## config.mk

```make
export PLATFORM = sky130hd
export DESIGN_NAME = vga_pixel_unpack
export DESIGN_NICKNAME = d
export VERILOG_FILES = /design/src/rtl/vga_pixel_unpack.sv
export SDC_FILE = /design/constraint.sdc
export NUM_CORES = 1
export LEC_CHECK = 0
export CAP_MARGIN = 5
export CORE_UTILIZATION = 57
export CTS_BUF_LIST = sky130_fd_sc_hd__clkbuf_4 sky130_fd_sc_hd__clkbuf_8
export CTS_CLUSTER_SIZE = 14
export DETAILED_ROUTE_END_ITERATION = 8
export PLACE_DENSITY_LB_ADDON = 0.3
export SLEW_MARGIN = 10
export SYNTH_ARGS = -nofsm -noshare
export SYNTH_HDL_FRONTEND = slang
export SYNTH_SLANG_ARGS = --single-unit
```

## constraint.sdc

```tcl
create_clock -name clk -period 14.44 [get_ports clk]
set_input_delay 2.166 -clock clk [delete_from_list [all_inputs] [get_ports clk]]
set_output_delay 2.166 -clock clk [all_outputs]
set_load 0.005 [all_outputs]
```

## src/rtl/vga_pixel_unpack.sv

```systemverilog
// vga_pixel_unpack
// Pops DATA_WIDTH-bit words from the (non-show-ahead) pixel data FIFO and
// keeps up to two of them buffered. Each word is split into PIXEL_WIDTH-bit
// pixels, lane 0 (LSBs) first, and one pixel is served per pix_req. When no
// word is ready the fixed UNDERFLOW_COLOR is shown and the event is counted
// per frame.
//
// Ports:
//   clk               single clock
//   reset             asynchronous, active-high reset
//   data_fifo_empty   FIFO empty flag
//   data_fifo_rd_data FIFO read data, valid one cycle after a pop
//   vga_rd_valid      FIFO pop strobe
//   pix_req           one pixel requested this cycle
//   frame_start       one-cycle pulse at frame start
//   pix_data          output pixel (one cycle after pix_req)
//   pix_valid         pix_data valid
//   underflow         sticky underflow flag since last frame_start
//   underflow_count   underflow pixels since last frame_start (saturating)
module vga_pixel_unpack #(
  parameter int unsigned                 DATA_WIDTH      = 128,
  parameter int unsigned                 PIXEL_WIDTH     = 32,
  parameter int unsigned                 PIXELS_PER_WORD = DATA_WIDTH / PIXEL_WIDTH,
  parameter logic [PIXEL_WIDTH-1:0]      UNDERFLOW_COLOR = 32'h00FF00FF
) (
  input  logic                   clk,
  input  logic                   reset,
  input  logic                   data_fifo_empty,
  input  logic [DATA_WIDTH-1:0]  data_fifo_rd_data,
  output logic                   vga_rd_valid,
  input  logic                   pix_req,
  input  logic                   frame_start,
  output logic [PIXEL_WIDTH-1:0] pix_data,
  output logic                   pix_valid,
  output logic                   underflow,
  output logic [15:0]            underflow_count
);

  localparam int unsigned LANE_W = (PIXELS_PER_WORD > 1) ? $clog2(PIXELS_PER_WORD) : 1;
  localparam logic [LANE_W-1:0] LAST_LANE = LANE_W'(PIXELS_PER_WORD - 1);

  logic [DATA_WIDTH-1:0]  cur, nxt;
  logic                   cur_v, nxt_v;
  logic                   inflight;
  logic [LANE_W-1:0]      lane;

  logic                   serve, consume, uf_event;
  logic                   cur_v_a, nxt_v_a;
  logic [1:0]             occupancy;
  logic [PIXEL_WIDTH-1:0] lane_pix;

  // Slot state as it will be after this cycle's consumption; both the pop
  // decision and the landing slot are based on it, so a word consumed this
  // cycle frees its slot immediately.
  always_comb begin
    serve     = pix_req && cur_v;
    consume   = serve && (lane == LAST_LANE);
    uf_event  = pix_req && !cur_v;
    cur_v_a   = cur_v;
    nxt_v_a   = nxt_v;
    if (consume) begin
      cur_v_a = nxt_v;
      nxt_v_a = 1'b0;
    end
    occupancy    = {1'b0, cur_v_a} + {1'b0, nxt_v_a} + {1'b0, inflight};
    vga_rd_valid = !reset && !data_fifo_empty && (occupancy < 2'd2);
    lane_pix     = cur[lane*PIXEL_WIDTH +: PIXEL_WIDTH];
  end

  always_ff @(posedge clk or posedge reset) begin
    if (reset) begin
      cur             <= '0;
      nxt             <= '0;
      cur_v           <= 1'b0;
      nxt_v           <= 1'b0;
      inflight        <= 1'b0;
      lane            <= '0;
      pix_data        <= '0;
      pix_valid       <= 1'b0;
      underflow       <= 1'b0;
      underflow_count <= '0;
    end else begin
      inflight <= vga_rd_valid;

      // Shift first, then let a landing word override the freed slot.
      if (consume) begin
        cur <= nxt;
      end
      cur_v <= cur_v_a;
      nxt_v <= nxt_v_a;
      if (inflight) begin
        if (!cur_v_a) begin
          cur   <= data_fifo_rd_data;
          cur_v <= 1'b1;
        end else begin
          nxt   <= data_fifo_rd_data;
          nxt_v <= 1'b1;
        end
      end

      if (serve) begin
        lane <= consume ? '0 : lane + 1'b1;
      end

      pix_valid <= pix_req;
      if (serve) begin
        pix_data <= lane_pix;
      end else if (pix_req) begin
        pix_data <= UNDERFLOW_COLOR;
      end

      // A same-cycle underflow survives the frame_start clear as count 1.
      if (frame_start) begin
        underflow       <= uf_event;
        underflow_count <= uf_event ? 16'd1 : '0;
      end else if (uf_event) begin
        underflow <= 1'b1;
        if (underflow_count != '1) begin
          underflow_count <= underflow_count + 16'd1;
        end
      end
    end
  end

endmodule

```

==> results_dict.tcl <==
set metrics [dict create \
    whs_endpoint "nxt[122]$_DFFE_PP0P_" \
    cellPowerDensity_mw_per_mm2 203 \
    hold_start "nxt[122]$_DFFE_PP0P_" \
    rr_endpoint "nxt[0]$_DFFE_PP0P_" \
    reg2reg_depth 7 \
    crit-reg2reg-launch "lane[1]$_DFFE_PP0N_" \
    ant_nets 0 \
    cp_data_required_time_ps 12270 \
    grt_pass1_wl_mm 47.8 \
    cts_tree "built" \
    whs_path_depth 1 \
    ys_seq_area_share_pct 57.1 \
    final_common_cell "dfrtp_1" \
    hpwl_mm 17.8 \
    wl_mm 29.3 \
    die_h_um 157 \
    syn_area_mm2 0.0136 \
    hold_viol_final 0 \
    synthArstFlopShare_pct 100 \
    clkLatencyLatePin_ps 560 \
    num_rows 56 \
    period_share_pct 49.4 \
    end_kind "primary output" \
    synth.distinct_cells 43 \
    reg2reg_slack_ps 10360 \
    synth_seq_cells 311 \
    cts_root_buf "clkbuf_8" \
    synth_warnings 0 \
    firstDrtPassIters 5 \
    finClkSkew_ps 29.7 \
    crit_fanout 55 \
    startpoint_type "input pin" \
    grtUsageTotal_pct 24.9 \
    fp.coreArea_mm2 0.0235 \
    tightestPinTransition_ps 1140 \
    start_util_pct 58.1 \
    netlist.area_leader.share_pct 57.1 \
    vias 9105 \
    drc 0 \
    post_cts_buffers 0 \
    cp_data_arrival_time_ps 4970 \
    die_x_um 157 \
    synth_top_area_cell "dfrtp_1" \
    rsz0062_at_grt "no" \
    synth_area_leaders "dfrtp_1, mux2_2, mux2i_1, o21ai_0, mux4_2" \
    cts_resized 0 \
    hold_slack_ps 504 \
    antenna_found_initial 0 \
    fin_ws_ps 7300 \
    clk_pin_slew_ps 60 \
    grt.overflow.total 0 \
    place_congestion 0.819 \
    dieArea_mm2 0.0245 \
    post_drt_via_cell_ratio 5.63 \
    slew_headroom_pct 24.2 \
    cts_sinks 311 \
    layout_min_cycle_time_ps 7140 \
    drt_iter0_drc 587 \
    ir_worst_vdd_v 0.000127 \
    num_antenna_cells 0 \
    clock.fmax_mhz 140 \
    status "finished, final reports clean" \
    final_nets 1398 \
    synth_ff_type "dfrtp_1" \
    synthToLayoutAreaGrowth_pct 23.2 \
    grt_start_max_net_pins 158 \
    ctsLongestPathBuffers 3 \
    crit_type "in -> out" \
    syn_inst 1092 \
    place_ws_ps 7310 \
    cts_buffers 50 \
    portBuffers 183 \
    setup_tns_ps 0 \
    max_cap_violations 0 \
    hold_buffers 0 \
    layout-drive-gt1-share_pct 21.1 \
    synth_fp_nets 1229 \
    io_pins 184 \
    final_cell_mix "dfrtp_1, clkdlybuf4s50_1, o21ai_0" \
    slew_violations 0 \
    min_path_type "reg -> reg" \
    p_leak_nw 7.55 \
    synth_edf_count 0 \
    ctsHtreeMaxLevel 2 \
    syn_avg_cell_area_um2 12.5 \
    grt_pass1_vias 9199 \
    setup_viol 0 \
    wl_per_cell_um 18.1 \
]
==> registers in the layout, summed over array words and instances (netlist names), 2 cells and up <==
name	cells
nxt	128
lane	2
cur	128
pix_data	32
underflow_count	16
==> stage by stage <==
stage	cell area, um^2	std cells	power, W	util [%]
floorplan	13600	1092	0.00226	-
global placement	15700	1528	0.00256	66.9
detailed placement	15700	1528	0.00262	66.9
CTS	16800	1618	0.00344	71.6
global route	16800	1618	0.00362	71.6
finish	16800	1618	0.00341	71.6
==> power breakdown <==
group	leakage, nW	internal (W)	switching (W)
registers	3.76	0.00129	0.000253
logic	3.20	0.000631	0.000426
clock network	0.587	0.000469	0.000335
total	7.55	0.00239	0.00101
==> cells in the mapped netlist (all sizes together), types with 2 or more instances <==
library cell / n
or3: 3
mux2i: 129
nor4: 4
xnor2: 2
a31oi: 2
nand3: 22
nand4: 5
nor2: 5
clkbuf: 57
dfrtp: 311
nor3: 5
o22a: 16
inv: 23
nand2: 134
ha: 4
o31ai: 2
mux2: 130
a21oi: 10
or4: 4
nor2b: 2
o21ai: 151
buf: 21
o21bai: 2
mux4: 32
==> cell type report <==
cell class              instances  area [um^2]
clock buffers                  87         1080
clock inverters                 3         17.5
fillers                      1620         6680
inverters                      23         93.8
multi-input cells             680         5490
flip-flops and latches        311         7780
well taps                     319          399
repair buffers                195         1930
==> cell families after synthesis <==
kind of cell	count (synthesis)	share of synthesized area, %
AO/OA/AOI/OAI	190	7.68
buffers and inverters	101	2.91
flip-flops	311	57.1
multiplexers	291	25.5
adder cells (fa/ha/maj)	4	0.367
XOR/XNOR	2	0.129
AND/OR/NAND/NOR	193	6.31
==> worst max-delay path by stage <==
stage / start / end / slack (ps) / depth (start not counted)
after floorplan: reset / cur[0]$_DFF_PP0_ / 3670 / 1
after global placement: pix_req / vga_rd_valid / 7390 / 8
after detailed placement: pix_req / vga_rd_valid / 7310 / 8
after CTS: pix_req / vga_rd_valid / 7330 / 8
after global routing: pix_req / vga_rd_valid / 7150 / 8
final: pix_req / vga_rd_valid / 7300 / 8
==> critical path, cell delays in order <==
cell and delay [ps]:
buf_2 80, buf_4 490, nand3b_1 260, and2_1 270
ha_4 340, or3_1 470, a31oi_1 200, clkdlybuf4s50_1 640
==> per-layer routing <==
| metal | vias to the layer above | wire length [um] | share of wire [%] | global-route usage (%) |
|---|---|---|---|---|
| met1 | 4615 | 13300 | 45 | 35.6 |
| li1 | 4238 | - | - | - |
| met4 | 0 | 456 | 1.6 | 6.21 |
| met2 | 217 | 14200 | 48 | 40.3 |
| met3 | 35 | 1380 | 4.7 | 3.85 |
| met5 | - | 0 | 0 | 0 |
Power figures use the tool's default switching activity.
